==> src/rtl/rtype_exec_sequencer_if.sv <==
// Issue, register-file and ALU signal bundle for rtype_exec_sequencer.
// slave = the sequencer, master = the surrounding core/environment.
`default_nettype none

interface rtype_exec_sequencer_if #(
   parameter int XLEN = 32,
   parameter int RA_W = 5
);
   logic            start;
   logic [31:0]     ir;
   logic            busy;
   logic            done;
   logic            illegal;
   logic            rf_re;
   logic [RA_W-1:0] rf_raddr;
   logic [XLEN-1:0] rf_rdata;
   logic            rf_we;
   logic [RA_W-1:0] rf_waddr;
   logic [XLEN-1:0] rf_wdata;
   logic [31:0]     alu_ir;
   logic [XLEN-1:0] alu_a;
   logic [XLEN-1:0] alu_b;
   logic [XLEN-1:0] alu_result;
   logic [XLEN-1:0] retire_cnt;

   modport master (
      output start, ir, rf_rdata, alu_result,
      input  busy, done, illegal, rf_re, rf_raddr, rf_we, rf_waddr, rf_wdata,
             alu_ir, alu_a, alu_b, retire_cnt
   );

   modport slave (
      input  start, ir, rf_rdata, alu_result,
      output busy, done, illegal, rf_re, rf_raddr, rf_we, rf_waddr, rf_wdata,
             alu_ir, alu_a, alu_b, retire_cnt
   );
endinterface

`default_nettype wire

==> src/rtl/rtype_exec_sequencer.sv <==
// Multi-cycle R-type sequencer: read rs1, read rs2, present to ALU, write rd.
// Optional macro RTYPE_X0_BYPASS_EN suppresses register-file reads of x0.
`default_nettype none

module rtype_exec_sequencer #(
   parameter int XLEN = 32,
   parameter int RA_W = 5
) (
   input  wire logic              iCLK,
   input  wire logic              iRST,
   rtype_exec_sequencer_if.slave  bus
);

   localparam logic [2:0] S_IDLE = 3'd0;
   localparam logic [2:0] S_RD1  = 3'd1;
   localparam logic [2:0] S_RD2  = 3'd2;
   localparam logic [2:0] S_EXEC = 3'd3;
   localparam logic [2:0] S_WB   = 3'd4;
   localparam logic [2:0] S_ERR  = 3'd5;

`ifdef RTYPE_X0_BYPASS_EN
   localparam bit X0_BYPASS = 1'b1;
`else
   localparam bit X0_BYPASS = 1'b0;
`endif

   logic [2:0]      state;
   logic [31:0]     ir_q;
   logic [XLEN-1:0] op_a;
   logic [XLEN-1:0] alu_b_q;
   logic [31:0]     alu_ir_q;
   logic [XLEN-1:0] retire_q;

   logic [RA_W-1:0] rs1;
   logic [RA_W-1:0] rs2;
   logic [RA_W-1:0] rd;
   logic            skip_rs1;
   logic            skip_rs2;
   logic            in_legal;

   assign rs1 = RA_W'(ir_q[19:15]);
   assign rs2 = RA_W'(ir_q[24:20]);
   assign rd  = RA_W'(ir_q[11:7]);

   assign skip_rs1 = X0_BYPASS && (rs1 == '0);
   assign skip_rs2 = X0_BYPASS && (rs2 == '0);

   // Only ADD..AND with func7=0, plus SUB and SRA, are accepted.
   assign in_legal = (bus.ir[6:0] == 7'h33) &&
                     ((bus.ir[31:25] == 7'h00) ||
                      ((bus.ir[31:25] == 7'h20) &&
                       ((bus.ir[14:12] == 3'd0) || (bus.ir[14:12] == 3'd5))));

   always_ff @(posedge iCLK) begin
      if (iRST) begin
         state    <= S_IDLE;
         ir_q     <= '0;
         op_a     <= '0;
         alu_b_q  <= '0;
         alu_ir_q <= '0;
         retire_q <= '0;
      end else begin
         case (state)
            S_IDLE: begin
               if (bus.start) begin
                  ir_q  <= bus.ir;
                  state <= in_legal ? S_RD1 : S_ERR;
               end
            end
            S_RD1: state <= S_RD2;
            S_RD2: begin
               op_a     <= skip_rs1 ? '0 : bus.rf_rdata;
               alu_ir_q <= ir_q;
               state    <= S_EXEC;
            end
            S_EXEC: begin
               alu_b_q <= skip_rs2 ? '0 : bus.rf_rdata;
               state   <= S_WB;
            end
            S_WB: begin
               retire_q <= retire_q + XLEN'(1);
               state    <= S_IDLE;
            end
            S_ERR:   state <= S_IDLE;
            default: state <= S_IDLE;
         endcase
      end
   end

   // Outputs are decoded from state so reset forces every strobe and bus to zero.
   always_comb begin
      bus.busy     = (state != S_IDLE);
      bus.done     = (state == S_WB) || (state == S_ERR);
      bus.illegal  = (state == S_ERR);
      bus.rf_re    = 1'b0;
      bus.rf_raddr = '0;
      bus.rf_we    = 1'b0;
      bus.rf_waddr = '0;
      bus.rf_wdata = '0;
      case (state)
         S_RD1: begin
            bus.rf_re    = !skip_rs1;
            bus.rf_raddr = rs1;
         end
         S_RD2: begin
            bus.rf_re    = !skip_rs2;
            bus.rf_raddr = rs2;
         end
         S_WB: begin
            bus.rf_we    = (rd != '0);
            bus.rf_waddr = rd;
            bus.rf_wdata = bus.alu_result;
         end
         default: ;
      endcase
   end

   assign bus.alu_a      = op_a;
   assign bus.alu_b      = alu_b_q;
   assign bus.alu_ir     = alu_ir_q;
   assign bus.retire_cnt = retire_q;

endmodule

`default_nettype wire

==> src/flat_wrapper.sv <==
// flat-port wrapper written by rule: the top's interface ports become plain ports
module rtype_exec_sequencer_flat 
#(
   parameter int XLEN = 32,
   parameter int RA_W = 5
)
  (iCLK, iRST, bus_start, bus_ir, bus_rf_rdata, bus_alu_result, bus_busy, bus_done, bus_illegal, bus_rf_re, bus_rf_raddr, bus_rf_we, bus_rf_waddr, bus_rf_wdata, bus_alu_ir, bus_alu_a, bus_alu_b, bus_retire_cnt);
  rtype_exec_sequencer_if #(.XLEN(XLEN), .RA_W(RA_W)) bus_i ();
  input  wire logic iCLK;
  input  wire logic iRST;
  input wire logic [$bits(bus_i.start)-1:0] bus_start;
  input wire logic [$bits(bus_i.ir)-1:0] bus_ir;
  input wire logic [$bits(bus_i.rf_rdata)-1:0] bus_rf_rdata;
  input wire logic [$bits(bus_i.alu_result)-1:0] bus_alu_result;
  output wire logic [$bits(bus_i.busy)-1:0] bus_busy;
  output wire logic [$bits(bus_i.done)-1:0] bus_done;
  output wire logic [$bits(bus_i.illegal)-1:0] bus_illegal;
  output wire logic [$bits(bus_i.rf_re)-1:0] bus_rf_re;
  output wire logic [$bits(bus_i.rf_raddr)-1:0] bus_rf_raddr;
  output wire logic [$bits(bus_i.rf_we)-1:0] bus_rf_we;
  output wire logic [$bits(bus_i.rf_waddr)-1:0] bus_rf_waddr;
  output wire logic [$bits(bus_i.rf_wdata)-1:0] bus_rf_wdata;
  output wire logic [$bits(bus_i.alu_ir)-1:0] bus_alu_ir;
  output wire logic [$bits(bus_i.alu_a)-1:0] bus_alu_a;
  output wire logic [$bits(bus_i.alu_b)-1:0] bus_alu_b;
  output wire logic [$bits(bus_i.retire_cnt)-1:0] bus_retire_cnt;
  assign bus_i.start = bus_start;
  assign bus_i.ir = bus_ir;
  assign bus_i.rf_rdata = bus_rf_rdata;
  assign bus_i.alu_result = bus_alu_result;
  assign bus_busy = bus_i.busy;
  assign bus_done = bus_i.done;
  assign bus_illegal = bus_i.illegal;
  assign bus_rf_re = bus_i.rf_re;
  assign bus_rf_raddr = bus_i.rf_raddr;
  assign bus_rf_we = bus_i.rf_we;
  assign bus_rf_waddr = bus_i.rf_waddr;
  assign bus_rf_wdata = bus_i.rf_wdata;
  assign bus_alu_ir = bus_i.alu_ir;
  assign bus_alu_a = bus_i.alu_a;
  assign bus_alu_b = bus_i.alu_b;
  assign bus_retire_cnt = bus_i.retire_cnt;
  rtype_exec_sequencer #(.XLEN(XLEN), .RA_W(RA_W)) u_core (.iCLK(iCLK), .iRST(iRST), .bus(bus_i));
endmodule
==> config.mk <==
export PLATFORM = sky130hd
export DESIGN_NAME = rtype_exec_sequencer_flat
export DESIGN_NICKNAME = d
export VERILOG_FILES = /design/src/rtl/rtype_exec_sequencer_if.sv /design/src/rtl/rtype_exec_sequencer.sv /design/src/flat_wrapper.sv
export SDC_FILE = /design/constraint.sdc
export NUM_CORES = 1
export LEC_CHECK = 0
export ABC_AREA = 1
export CORE_MARGIN = 4
export CORE_UTILIZATION = 40
export DETAILED_ROUTE_END_ITERATION = 6
export PLACE_DENSITY = 0.83
export SYNTH_ARGS = -nofsm -noshare
export SYNTH_HDL_FRONTEND = slang
export SYNTH_SLANG_ARGS = --single-unit
==> constraint.sdc <==
create_clock -name iCLK -period 1.87 [get_ports iCLK]
set_input_delay 0.374 -clock iCLK [delete_from_list [all_inputs] [get_ports iCLK]]
set_output_delay 0.374 -clock iCLK [all_outputs]
set_load 0.05 [all_outputs]
==> results.md <==
* Share of layout cells above drive strength 1 at 23.0%
* Crit path max fanout at 8
* CP dominant cell by count: buf_12
* Cell variety after synth at 25
* Row count at 46
* ANT cells at 0
* First-pass GRT wire length at 35.1 mm
* Die area at 0.0185 sq mm
* RSZ-0062 raised after global routing: yes
* Placed insts at 1377
* Initial core utilization at 41.0%
* Worst-Skew Late Latency at 0.42 ns
* Number of I/O port buffers at 273
* Largest net degree at the start of global routing at 73
* Die W at 136 microns
* Antenna viol nets, final at 0
* Routability congestion estimate at 0.852
* Setup crit start kind: register
* DR vias at 7020
* Initial antenna violation count at 0
* Clk buf depth at 2
* DRT Pass-1 Iters at 4
* Setup_tns at -1.46 ns
* Req. time, crit path at 1.50 ns
* Crit path cell chain: nor2_2 -> inv_2 -> nor2_4 -> buf_12 -> nand2_4 -> o21ai_4 -> buf_12
* Seq cells post-synth at 163
* Yosys Warn Count at 0
* Routed wire per std cell at 15.8 microns
* Syn_area_per_cell at 7.13 sq um
* Slew HR at 65.7%
* CTS tree: done
* Fin Hold WS at 0.451 ns
* Max-cap violations at 0
* Max H-tree Level at 4
* Lkg Pwr at 4.98 nW
* # fillers at 1254
* Achievable frequency at 516 MHz
* Final WS setup at -0.0693 ns
* Max incr delay on CP at 0.37 ns
* Nature of the critical path endpoint: primary output
* DP Worst Slack at 0.149 ns
* Worst hold-check path type: reg -> reg
* Drt first-iter violations at 446
* Worst EP arrival at 1.57 ns
* Pwr Density at 1400 mW/mm^2
* CORE AREA at 0.0160 sq mm
* Syn nets at 1020
* Max-slew violations at 0
* Post-DP HPWL at 15.3 mm
* Cts bufs inserted at 17
* Non-Filler Instances at 1436
* Clock root cell: clkbuf_16
* Final hold violation count at 0
* Total congestion overflow at 0
* DRC at 0
* All-Layer GR Usage at 23.9%
* Syn Inst Count at 920
* Worst Tran Pin Value at 0.517 ns
* Failing checks: negative setup slack
* Crit path buf inv count at 3
* Post-route core utilization at 69.2%
* Clk slew on worst S/H paths at 0.06 ns
* Post-synthesis sequential area ratio at 49.7%
* Crit path kind: reg -> out
* Clk sinks at 163
* Final #Nets at 1307
* Area growth syn-to-layout at 68.8%
* Vias in the first global route at 6852
* Final setup skew at 0.00807 ns
* Tcrit/Tclk final at 104%
* Ports at 274
* Drt total wl at 22.7 mm
* Die Height at 136 microns
* Peak VDD IR at 870 uV
* Critical path's slowest cell: dfxtp_4
* Vias per Instance at 4.89
* Status: complete, but fails checks
* Crit path time final at 1.94 ns
* CP delay by family, top: buffers and inverters
* Mapped Area at 0.00656 sq mm
* Endpoints failing setup at 35
## final timing paths
check                           depth (start not counted)  slack, ns                         to       startpoint
worst max-delay path                                    7      -0.07            bus_rf_raddr[3]  u_core.state[2]
worst min register to register                          2       0.45             u_core.ir_q[3]   u_core.ir_q[3]
worst min-delay path                                    2       0.45             u_core.ir_q[3]   u_core.ir_q[3]
worst max register to register                         10       0.14  u_core.bus.retire_cnt[22]  u_core.state[0]
## logic make-up after synthesis
family,Yosys count,share of synthesized area [%]
adders and majority gates,1,0.191
DFF,163,49.7
AOI/OAI and AO/OA,220,16.9
and+or+nand+nor,376,23.6
buffers and inverters,157,9.17
xor gates and xnor gates,3,0.401
## registers in the layout (all words and copies together), names as in the netlist
| name | cells |
|---|---|
| u_core.state | 3 |
| u_core.bus.alu_ir | 32 |
| u_core.bus.alu_b | 32 |
| u_core.bus.alu_a | 32 |
| u_core.ir_q | 32 |
| u_core.bus.retire_cnt | 32 |
## placed cells by master, fill, tap and decap left out, drive strengths merged, types with 2 or more instances in the layout
cell           instances
nand4                  7
nand3                 33
dfxtp                163
nor3                  10
clkinv                 7
xor2                   2
nor2                 229
clkbuf                19
inv                  111
a211oi                 2
buf                  174
o21ai                138
a21oi                 80
nand2                 92
bufinv                 2
dlygate4sd2           43
or2                    3
clkinvlp               3
clkdlybuf4s50         98
## Yosys cell counts
cell | number | share of area, %
nand3_2 | 2 | 0.31
buf_1 | 2 | 0.11
buf_2 | 7 | 0.53
inv_2 | 2 | 0.11
dfxtp_1 | 163 | 50
or2_2 | 3 | 0.29
nor2_4 | 5 | 0.86
inv_1 | 108 | 6.2
a21oi_1 | 80 | 6.1
and3_1 | 1 | 0.095
nand2_1 | 92 | 5.3
nor3_2 | 1 | 0.15
a211oi_1 | 2 | 0.23
nor3_1 | 9 | 0.69
nor2_2 | 1 | 0.095
nand4_1 | 7 | 0.67
nand3_1 | 31 | 2.4
xnor2_1 | 1 | 0.13
o21ai_0 | 138 | 11
clkbuf_1 | 37 | 2.1
buf_4 | 1 | 0.11
xor2_1 | 2 | 0.27
ha_1 | 1 | 0.19
nor2_1 | 223 | 13
nor3b_1 | 1 | 0.11
## per-stage QoR
stage | power [mW] | instance area, sq um
2_1_floorplan | 8.48 | 6560
3_3_place_gp | 11.1 | 9800
3_5_place_dp | 11.2 | 9800
4_1_cts | 15.5 | 11000
5_1_grt | 16.2 | 11100
6_report | 15.5 | 11100
## layout make-up
type | instances | area, sq um | share of cell area (%)
Clock buffer | 19 | 453 | 4.09
Clock inverter | 13 | 134 | 1.21
Inverter | 110 | 423 | 3.82
Multi-Input combinational cell | 600 | 3120 | 28.2
Sequential cell | 163 | 3270 | 29.5
Tap cell | 216 | 270 | 2.44
Timing Repair Buffer | 315 | 3400 | 30.7
## metal layers
metal  GRT usage, %  wire length, microns
met3           8.33                  2120
met1           26.0                  8550
met5              0                     0
met2           42.8                 11500
met4           9.01                   550
## tightest hold or removal path: stages (launching register included)
cell     delay [ns]
dfxtp_1        0.29
inv_1          0.06
a21oi_1        0.05
## what timing repair did
action / CTS / global route
pin swaps: 8 / 9
gates cloned: 3 / 0
setup endpoints to repair: 88 / 50
hold buffers: 0 / 0
buffers inserted: 18 / 8
gates resized for setup: 170 / 6
## where the power goes
part | total, mW | internal (mW) | switching (mW)
Sequential | 4.56 | 4.20 | 0.352
Clock | 3.47 | 2.03 | 1.44
Combinational | 7.51 | 2.67 | 4.84
Note: power is estimated with default switching activity, not from simulation.
